### src/rtl/wb_commit_queue.sv
// In-order writeback commit queue between MEM and WB.
// Accepts one entry per cycle from MEM and retires at most one per cycle to the
// register file, CP0 and the debug trace. Retiring an exception or eret flushes
// the pipeline and discards every younger queued entry. Queued GPR writes are
// forwarded youngest-first to decode on two read ports.
module wb_commit_queue #(
  parameter int unsigned DEPTH  = 4,
  parameter int unsigned DATA_W = 32,
  parameter int unsigned RA_W   = 5,
  parameter int unsigned EXC_W  = 5
) (
  input  logic              clk,
  input  logic              resetn,
  // MEM -> WB entry
  input  logic              ms_to_ws_valid,
  output logic              ws_allowin,
  input  logic [DATA_W-1:0] ms_pc,
  input  logic [DATA_W-1:0] ms_result,
  input  logic [DATA_W-1:0] ms_rt_value,
  input  logic [DATA_W-1:0] ms_badvaddr,
  input  logic [RA_W-1:0]   ms_dest,
  input  logic              ms_gr_we,
  input  logic              ms_ex,
  input  logic              ms_eret,
  input  logic              ms_bd,
  input  logic              ms_mtc0_we,
  input  logic              ms_res_from_cp0,
  input  logic [EXC_W-1:0]  ms_excode,
  input  logic [4:0]        ms_cp0_addr,
  // register file / CP0
  input  logic              rf_ready,
  input  logic [DATA_W-1:0] cp0_rdata,
  output logic [4:0]        cp0_raddr,
  output logic              rf_we,
  output logic [RA_W-1:0]   rf_waddr,
  output logic [DATA_W-1:0] rf_wdata,
  output logic              cp0_ex,
  output logic [EXC_W-1:0]  cp0_excode,
  output logic [DATA_W-1:0] cp0_badvaddr,
  output logic              cp0_bd,
  output logic [DATA_W-1:0] cp0_epc_pc,
  output logic              cp0_mtc0_we,
  output logic [4:0]        cp0_waddr,
  output logic [DATA_W-1:0] cp0_wdata,
  output logic              cp0_eret,
  output logic              ws_flush,
  // forwarding to decode
  input  logic [RA_W-1:0]   fwd_raddr0,
  input  logic [RA_W-1:0]   fwd_raddr1,
  output logic              fwd_hit0,
  output logic              fwd_hit1,
  output logic              fwd_pend0,
  output logic              fwd_pend1,
  output logic [DATA_W-1:0] fwd_data0,
  output logic [DATA_W-1:0] fwd_data1,
  // debug trace
  output logic [DATA_W-1:0] debug_wb_pc,
  output logic [3:0]        debug_wb_rf_wen,
  output logic [RA_W-1:0]   debug_wb_rf_wnum,
  output logic [DATA_W-1:0] debug_wb_rf_wdata
);

  localparam int unsigned PW = $clog2(DEPTH);
  localparam int unsigned CW = PW + 1;
  localparam logic [CW-1:0] DepthCnt = CW'(DEPTH);

  typedef struct packed {
    logic [DATA_W-1:0] pc;
    logic [DATA_W-1:0] result;
    logic [DATA_W-1:0] rt_value;
    logic [DATA_W-1:0] badvaddr;
    logic [RA_W-1:0]   dest;
    logic              gr_we;
    logic              ex;
    logic              eret;
    logic              bd;
    logic              mtc0_we;
    logic              res_from_cp0;
    logic [EXC_W-1:0]  excode;
    logic [4:0]        cp0_addr;
  } entry_t;

  entry_t           mem_q [DEPTH];
  entry_t           mem_d [DEPTH];
  logic [DEPTH-1:0] valid_q, valid_d;
  logic [PW-1:0]    head_q, head_d;
  logic [PW-1:0]    tail_q, tail_d;
  logic [CW-1:0]    count_q, count_d;

  entry_t head_e;
  logic   not_empty;
  logic   retire;
  logic   push;
  logic   flush;

  assign head_e    = mem_q[head_q];
  assign not_empty = (count_q != '0);
  // Allowin depends only on registered count: no pop-to-allowin path.
  assign ws_allowin = (count_q < DepthCnt);
  assign retire    = not_empty && (rf_ready || !head_e.gr_we || head_e.ex);
  assign push      = ms_to_ws_valid && ws_allowin;

  // Commit strobes and data for the head entry; strobes are gated by retire.
  always_comb begin
    rf_we        = retire && head_e.gr_we && !head_e.ex;
    rf_waddr     = head_e.dest;
    rf_wdata     = head_e.res_from_cp0 ? cp0_rdata : head_e.result;
    cp0_raddr    = head_e.cp0_addr;
    cp0_ex       = retire && head_e.ex;
    cp0_excode   = head_e.excode;
    cp0_badvaddr = head_e.badvaddr;
    cp0_bd       = head_e.bd;
    cp0_epc_pc   = head_e.pc;
    cp0_mtc0_we  = retire && head_e.mtc0_we && !head_e.ex;
    cp0_waddr    = head_e.cp0_addr;
    cp0_wdata    = head_e.rt_value;
    cp0_eret     = retire && head_e.eret && !head_e.ex;
    flush        = cp0_ex || cp0_eret;
    ws_flush     = flush;

    debug_wb_pc       = head_e.pc;
    debug_wb_rf_wen   = {4{rf_we}};
    debug_wb_rf_wnum  = head_e.dest;
    debug_wb_rf_wdata = rf_wdata;
  end

  // Youngest-match forwarding: walk oldest to youngest so later matches override.
  always_comb begin
    logic [PW-1:0] idx;
    fwd_hit0  = 1'b0;
    fwd_pend0 = 1'b0;
    fwd_data0 = '0;
    fwd_hit1  = 1'b0;
    fwd_pend1 = 1'b0;
    fwd_data1 = '0;
    for (int i = 0; i < DEPTH; i++) begin
      idx = head_q + PW'(i);
      if (valid_q[idx] && mem_q[idx].gr_we && !mem_q[idx].ex && (mem_q[idx].dest != '0)) begin
        if (mem_q[idx].dest == fwd_raddr0) begin
          fwd_hit0  = 1'b1;
          fwd_pend0 = mem_q[idx].res_from_cp0;
          fwd_data0 = mem_q[idx].result;
        end
        if (mem_q[idx].dest == fwd_raddr1) begin
          fwd_hit1  = 1'b1;
          fwd_pend1 = mem_q[idx].res_from_cp0;
          fwd_data1 = mem_q[idx].result;
        end
      end
    end
  end

  // Queue next state: flush discards everything including a same-cycle push.
  always_comb begin
    mem_d   = mem_q;
    valid_d = valid_q;
    head_d  = head_q;
    tail_d  = tail_q;
    count_d = count_q;
    if (flush) begin
      valid_d = '0;
      count_d = '0;
      head_d  = tail_q;
    end else begin
      if (push) begin
        mem_d[tail_q] = '{
          pc:           ms_pc,
          result:       ms_result,
          rt_value:     ms_rt_value,
          badvaddr:     ms_badvaddr,
          dest:         ms_dest,
          gr_we:        ms_gr_we,
          ex:           ms_ex,
          eret:         ms_eret,
          bd:           ms_bd,
          mtc0_we:      ms_mtc0_we,
          res_from_cp0: ms_res_from_cp0,
          excode:       ms_excode,
          cp0_addr:     ms_cp0_addr
        };
        valid_d[tail_q] = 1'b1;
        tail_d          = tail_q + 1'b1;
      end
      if (retire) begin
        valid_d[head_q] = 1'b0;
        head_d          = head_q + 1'b1;
      end
      count_d = count_q + CW'(push) - CW'(retire);
    end
  end

  // Queue state registers; payload is cleared too so head fields are never X.
  always_ff @(posedge clk or negedge resetn) begin
    if (!resetn) begin
      for (int i = 0; i < DEPTH; i++) begin
        mem_q[i] <= '0;
      end
      valid_q <= '0;
      head_q  <= '0;
      tail_q  <= '0;
      count_q <= '0;
    end else begin
      mem_q   <= mem_d;
      valid_q <= valid_d;
      head_q  <= head_d;
      tail_q  <= tail_d;
      count_q <= count_d;
    end
  end

endmodule
### config.mk
export PLATFORM = sky130hd
export DESIGN_NAME = wb_commit_queue
export DESIGN_NICKNAME = d
export VERILOG_FILES = /design/src/rtl/wb_commit_queue.sv
export SDC_FILE = /design/constraint.sdc
export NUM_CORES = 1
export LEC_CHECK = 0
export BUFFER_PORTS_ARGS = -buffer_cell sky130_fd_sc_hd__buf_4
export CAP_MARGIN = 30
export CORE_MARGIN = 2
export CORE_UTILIZATION = 50
export CTS_CLUSTER_DIAMETER = 50
export DETAILED_ROUTE_END_ITERATION = 7
export PLACE_DENSITY_LB_ADDON = 0.05
export SYNTH_ARGS = -nofsm -noshare
export SYNTH_HDL_FRONTEND = slang
export SYNTH_SLANG_ARGS = --single-unit
### constraint.sdc
create_clock -name clk -period 12.74 [get_ports clk]
set_input_delay 1.911 -clock clk [delete_from_list [all_inputs] [get_ports clk]]
set_output_delay 1.911 -clock clk [all_outputs]
set_load 0.02 [all_outputs]
==> impl_metrics.toml, run 1 <==
[status]
status = "complete, no violations"

[cells_and_area]
multi_input_area_um2 = 16100
area_growth_pct = 19.5
postLayoutCoreUtil = 0.605
finalNonFillerCells = 3502
fillers = 4963
stdcell_area_um2 = 39100
drive_above_1_share = 0.585
nets = 2791
regArea_um2 = 15200

[timing]
finClkSkew_ns = 0.0253
grt_setup_unrepaired = "false"
worstMarginPinSlew_ns = 1.07
setup_viol = 0
period_needed_ns = 8.02
hold_viol_final = 0
maxSlewViolCount = 0
clock.fmax_mhz = 125
maxSlewHeadroom = 0.290
min_period_over_period = 0.629
finalWorstSetupSlack_ns = 4.72
tns_ns = 0

[floorplan]
io_pins = 491
row_count = 93
floorplan.initialDensity = 0.506
die_width_um = 260
dieArea_um2 = 67500
core-area_um2 = 64600
fp.dieH_um = 260

[synthesis]
synth_seq_cells = 607
muxShareOfSynthArea = 0.401
ys.flop_type = "dfrtp_1"
synthesis.nets = 2442
yosys.area_share.xor_xnor = 0.0115
avgSynthCellArea_um2 = 14.6
syn_area_um2 = 32700
synth_compound_area_frac = 0.0374
synth_top_family_by_area = "multiplexers"
yosys.area_share.simple = 0.0363
seq_area_frac_synth = 0.464
syn_inst = 2236
synth_cell_types = 55
synth_fa_ha_area_frac = 0.00444
postSynth.asyncResetShare = 1.00
synth-edff-count = 0
yosys_warnings = 0

[worst_setup_path]
max_stage_delay_ns = 0.95
cp_max_fo = 54
critPathKind = "register to primary output"
cp-start-kind = "register"
worst_ep_arrival_time_ns = 6.10
crit_top_cell = "buf_4"
required_ns = 10.83
cpMaxStageDelayCell = "dfrtp_4"
cp_cell_sequence = "inv_1, ha_4, mux4_2, or4_4, o21bai_4, nor4_4, buf_4, nor4_4, buf_4, a221oi_1, o31ai_1, buf_4"
rr_worst_depth = 10
cp-end-kind = "primary output"

[detailed_routing]
vias_per_cell = 6.05
wl_per_cell_um = 24.5
route.vias.total = 21200
route.detailed.drc = 0
drt-initial-drc-count = 1292
drt_pass1_iterations = 6
antenna_left = 0
wl_mm = 85.7

[cts]
cts_resized = 0
tritoncts = "built"
clk_transition_reported_paths_ns = 0.06
clk_latency_ns = 0.61
postCtsSetupBuffers = 0
numCtsBuffers = 76
clock-sinks = 607
clockBufferDepth = 3
cts-root-buf = "clkbuf_16"
cts_max_level = 3
hold_buffers = 0

[grt]
gr-total-overflow = 0
grt_pass1_vias = 22200
grt_util_met3 = 0.0618
grt_first_pass_wirelength_mm = 133
track_usage = 0.255
antenna_found_initial = 10
grt_use_met1 = 0.329
grt_max_degree = 193
use_met2 = 0.428
busiest_layer = "met2"

[placed_design]
dpl.hpwl_mm = 55.8
portBuffers = 490
place_ws_ns = 5.22
gp_congestion = 0.883
dp.cells = 3359
post_dp_cell_area_um2 = 36400

[power]
cellPowerDensity_nw_per_um2 = 326
peakVddDrop_uv = 205
p_switching_w = 0.00495
p_comb_frac = 0.547
leakagePower_nw = 16.8
clkPwrFrac = 0.171
p_sw_frac = 0.388
seq_power_share = 0.282
internal_power_w = 0.00781

[worst_hold_path]
hold_depth = 1
hp-class = "register to register"

[job]
drv_cap = 0
==> sequential cells by signal, summed over array words and instances, names as in the netlist <==
signal / flops
tail_q: 2
count_q: 3
head_q: 2
valid_q: 4
mem_q: 596
==> layout make-up <==
class | count | area share
Multi-Input combinational cell | 1358 | 0.412
Sequential cell | 607 | 0.389
Inverter | 14 | 0.00134
Antenna cell | 4 | 0.000256
Clock buffer | 98 | 0.0528
Timing Repair Buffer | 528 | 0.104
Tap cell | 855 | 0.0274
Clock inverter | 38 | 0.0134
==> stage by stage <==
stage	hold slack [ns]	power, W
finish	0.487	0.0128
global route	0.501	0.0135
detailed placement	0.477	0.0107
floorplan	0.459	0.00862
CTS	0.491	0.0129
global placement	0.468	0.0105
==> final timing paths <==
path | startpoint | end | slack (ns)
max | head_q[1]$_DFFE_PN0P_ | fwd_data1[0] | 4.72
min | mem_q[80]$_DFFE_PN0P_ | mem_q[80]$_DFFE_PN0P_ | 0.49
max reg2reg | head_q[0]$_DFFE_PN0P_ | mem_q[171]$_DFFE_PN0P_ | 7.75
min reg2reg | mem_q[80]$_DFFE_PN0P_ | mem_q[80]$_DFFE_PN0P_ | 0.49
max in group asynchronous | resetn | mem_q[218]$_DFFE_PN0P_ | 8.86
min in group asynchronous | resetn | mem_q[393]$_DFFE_PN0P_ | 1.31
==> per-layer routing <==
| metal | routed length (um) | share of wire |
|---|---|---|
| met1 | 33800 | 0.39 |
| met2 | 43200 | 0.50 |
| met3 | 6550 | 0.076 |
| met4 | 2080 | 0.024 |
| met5 | 88 | 0.0010 |
==> critical path: cells and delay by family, from the launching register on <==
kind	cells	cell delay (ns)
AO/OA/AOI/OAI	3	0.65
adder cells (fa/ha/maj)	1	0.86
buffers and inverters	4	1.22
flip-flops	1	0.95
multiplexers	1	0.65
AND/OR/NAND/NOR	3	1.14
==> cells by family (layout without fill, tap and decap cells) <==
group,Yosys count,after routing
compound gates,150,150
xor+xnor,43,43
fa+ha+maj,11,11
buf+inv,271,678
flops,607,607
mux,897,897
other cells,0,4
simple gates,257,257
==> cells in the mapped netlist, types with 2 or more instances <==
master,number,share of area
a221oi_1,23,0.0062
o22a_1,23,0.0062
a221oi_2,8,0.0037
o21ai_0,4,0.00061
nor2_1,57,0.0065
o22ai_1,2,0.00038
buf_6,6,0.0021
xor2_1,10,0.0027
o31ai_1,19,0.0044
mux2_2,588,0.20
nand3_1,42,0.0064
nand3b_1,4,0.00092
and3_1,3,0.00057
inv_1,13,0.0015
nor3_1,3,0.00046
buf_4,79,0.018
a21o_1,10,0.0023
mux2_1,41,0.014
ha_1,10,0.0038
a21oi_1,30,0.0046
o21bai_1,2,0.00046
dfrtp_1,607,0.46
nand2_1,124,0.014
buf_1,8,0.00092
or4_1,4,0.00092
mux4_2,267,0.18
a31oi_1,9,0.0017
buf_2,94,0.014
nand3_2,4,0.0012
nor4_4,3,0.0020
o31ai_2,12,0.0046
nor2b_1,2,0.00038
or3_1,2,0.00038
clkbuf_1,70,0.0080
xnor2_1,33,0.0088
==> cells in the final DEF, fill, tap and decap left out, types with 4 or more instances in the layout <==
cell | netlist | layout
a21oi_1 | 30 | 30
mux2_1 | 41 | 41
nor2_1 | 57 | 57
a31oi_1 | 9 | 9
xnor2_1 | 33 | 33
nand3_1 | 42 | 42
o21ai_0 | 4 | 4
a21o_1 | 10 | 10
diode_2 | 0 | 4
nand2_1 | 124 | 124
bufinv_16 | 0 | 8
a221oi_2 | 8 | 8
mux4_2 | 267 | 267
inv_1 | 13 | 13
inv_6 | 0 | 5
clkinvlp_4 | 0 | 5
mux2_2 | 588 | 588
o31ai_1 | 19 | 19
xor2_1 | 10 | 10
o31ai_2 | 12 | 12
ha_1 | 10 | 9
clkinv_2 | 0 | 7
buf_4 | 79 | 521
nor4_4 | 3 | 4
o22a_1 | 23 | 23
clkbuf_1 | 70 | 15
clkbuf_8 | 0 | 6
dfrtp_1 | 607 | 605
clkbuf_16 | 0 | 77
nand3_4 | 0 | 4
nand3b_1 | 4 | 4
a221oi_1 | 23 | 23
clkinv_4 | 0 | 8
==> power groups by stage <==
stage / registers [W] / logic, W / clock network, W
finish: 0.00360 / 0.00698 / 0.00219
global route: 0.00374 / 0.00742 / 0.00232
CTS: 0.00359 / 0.00706 / 0.00224
detailed placement: 0.00362 / 0.00703 / 0
global placement: 0.00352 / 0.00694 / 0
floorplan: 0.00333 / 0.00529 / 0
No activity file was read; power rests on OpenSTA's default activity.
==> run 2, diff against run 1 <==
--- a/config.mk
+++ b/config.mk
@@ -5,6 +5,7 @@
 export SDC_FILE = /design/constraint.sdc
 export NUM_CORES = 1
 export LEC_CHECK = 0
+export ABC_AREA = 1
 export BUFFER_PORTS_ARGS = -buffer_cell sky130_fd_sc_hd__buf_4
 export CAP_MARGIN = 30
 export CORE_MARGIN = 2
==> constraint.sdc (replaced) <==
create_clock -name clk -period 7.5 [get_ports clk]
set_input_delay 1.125 -clock clk [delete_from_list [all_inputs] [get_ports clk]]
set_output_delay 1.125 -clock clk [all_outputs]
set_load 0.02 [all_outputs]
==> run 2 against run 1 <==
Hold slack worse by 0.010 ns. First-iteration DRC count is 110% higher. Power up 60%. Clock power is 66% higher.
==> impl_metrics.toml, run 2 <==
[job]
drv_cap = 0

[cells_and_area]
drive_above_1_share = 0.139
fillers = 6328
largest_registers = "mem_q x596, valid_q x4, count_q x3"
nets = 5030
layout_commonest_cell = "nand2_1"
largest_reg_flops = 596
area_growth_pct = 16.9
regMostFlops = "mem_q"
final_cell_mix = "1422 x nand2_1, 971 x o21ai_0, 605 x dfrtp_1"

[synthesis]
avgSynthCellArea_um2 = 7.26
synthTopCellsByCount = "1422 x nand2_1, 971 x o21ai_0, 607 x dfrtp_1"
syn_area_um2 = 33600
syn_inst = 4622
synthesis.nets = 4828
synthTopCellsByArea = "dfrtp_1 45%, nand2_1 16%, o21ai_0 14%, inv_1 4.4%, nand3_1 4.1%"
synth-edff-count = 0
yosys_warnings = 0
synth_seq_cells = 607
ys.flop_type = "dfrtp_1"
seq_area_frac_synth = 0.453
postSynth.asyncResetShare = 1.00
synth_most_common_cell = "nand2_1"
synth_cell_types = 35
synth_top_cell_area_share = 0.453
synth_area_leader_cell = "dfrtp_1"

[worst_setup_path]
cp_max_fo = 83
required_ns = 6.38
critPathKind = "register to primary output"
cp-end-kind = "primary output"
cp-start-kind = "register"
worst_ep_arrival_time_ns = 5.48
rrSetupSlack_ns = 2.96
rr_worst_depth = 14

[detailed_routing]
drt_pass1_iterations = 8
route.vias.total = 30600
drt-initial-drc-count = 2661
antenna_left = 0
wl_mm = 101
vias_per_cell = 5.33
route.detailed.drc = 0
wl_per_cell_um = 17.5

[floorplan]
row_count = 94
fp.dieH_um = 263
die_width_um = 263
floorplan.initialDensity = 0.508
io_pins = 491
dieArea_um2 = 69200
core-area_um2 = 66100

[cts]
tritoncts = "built"
clockBufferDepth = 3
numCtsBuffers = 77
cts_max_level = 3
cts-root-buf = "clkbuf_16"
clock-sinks = 607
clk_latency_ns = 0.62
hold_buffers = 0
postCtsSetupBuffers = 0
clk_transition_reported_paths_ns = 0.05
cts_resized = 0

[grt]
track_usage = 0.288
gr-total-overflow = 0
antenna_found_initial = 12
grt_max_degree = 219
grt_pass1_vias = 29400
grt_first_pass_wirelength_mm = 162

[timing]
grt_setup_unrepaired = "false"
setup_viol = 0
min_period_over_period = 0.880
clock.fmax_mhz = 151
hold_viol_final = 0
maxSlewViolCount = 0
worstMarginPinSlew_ns = 1.03
finClkSkew_ns = 0.0309
tns_ns = 0
period_needed_ns = 6.60
maxSlewHeadroom = 0.310

[power]
cellPowerDensity_nw_per_um2 = 519
total_power_w = 0.0204
peakVddDrop_uv = 348
leakagePower_nw = 20.4

[placed_design]
gp_congestion = 0.961
portBuffers = 490
dpl.hpwl_mm = 63.0

[worst_hold_path]
hp-class = "input port to asynchronous set/reset pin"

[status]
status = "complete, no violations"
-- run 2: cell count changes in the layout (fill, tap and decap cells not counted), moves of 185 or more --
cell,previous run,this run
nand2_1,124,1422
o21ai_0,4,971
mux2_2,588,0
inv_1,13,388
mux4_2,267,0
nand3_1,42,274
nor2_1,57,242
-- run 2: report_power, final --
part	leakage [nW]	internal [W]	total, W	switching [W]
registers	7.70	0.00472	0.00555	0.000828
clock network	1.23	0.00217	0.00364	0.00147
logic	11.5	0.00372	0.0112	0.00745
-- run 2: metal layers --
layer  wire length (um)  GRT usage  up-vias
met3               8350     0.0743      182
met2              46700      0.465      972
met1              42600      0.372    14200
met5                 90          0        -
met4               3120      0.108       14
li1                   -          -    15300
-- run 2: critical path, stage by stage, from the launching register on --
cell,delay [ns]
dfrtp_4,0.86
inv_6,0.38
ha_2,0.47
buf_4,0.63
nand3_1,0.27
nand2_1,0.18
nand2_1,0.06
nand2_1,0.06
nand3_1,0.11
nor2_4,0.10
buf_4,0.41
nand2_2,0.67
nand3_1,0.30
nand2_1,0.08
nand2_1,0.05
nand2_1,0.05
buf_4,0.15
-- run 2: final timing paths --
| path | end | startpoint |
|---|---|---|
| max in group asynchronous | mem_q[516]$_DFFE_PN0P_ | resetn |
| max | fwd_data0[14] | head_q[0]$_DFFE_PN0P_ |
| min in group clk | mem_q[203]$_DFFE_PN0P_ | mem_q[203]$_DFFE_PN0P_ |
| min | mem_q[487]$_DFFE_PN0P_ | resetn |
| max reg2reg | mem_q[527]$_DFFE_PN0P_ | head_q[0]$_DFFE_PN0P_ |
| min reg2reg | mem_q[203]$_DFFE_PN0P_ | mem_q[203]$_DFFE_PN0P_ |
-- run 2: area by class of cell --
cell class / instances / area, um2 / share of cell area
Tap cell: 864 / 1080 / 0.0275
Clock buffer: 99 / 2100 / 0.0535
Clock inverter: 36 / 418 / 0.0106
Multi-Input combinational cell: 3215 / 14800 / 0.377
Inverter: 396 / 1500 / 0.0381
Antenna cell: 4 / 10.0 / 0.000255
Sequential cell: 607 / 15200 / 0.387
Timing Repair Buffer: 527 / 4160 / 0.106
-- run 2: stage by stage --
step	hold WS [ns]	std cells	setup slack (ns)	utilization	cell area (um2)
final	0.477	5748	0.899	0.594	39200
after global routing	0.498	5747	0.437	0.594	39200
after CTS	0.481	5744	0.952	0.594	39200
after global placement	0.461	5605	1.67	0.554	36600
after floorplan	0.448	4622	2.81	-	33600
after detailed placement	0.468	5609	1.60	0.556	36700
-- run 2: kinds of logic (layout without fill, tap and decap cells) --
logic type / Yosys count / count (layout) / synth area share
simple gates: 1966 / 1966 / 0.234
compound gates: 1151 / 1151 / 0.176
buf+inv: 800 / 1058 / 0.108
flops: 607 / 607 / 0.453
mux: 68 / 68 / 0.0203
xor+xnor: 19 / 19 / 0.00496
fa+ha+maj: 11 / 11 / 0.00432
other cells: 0 / 4 / 0
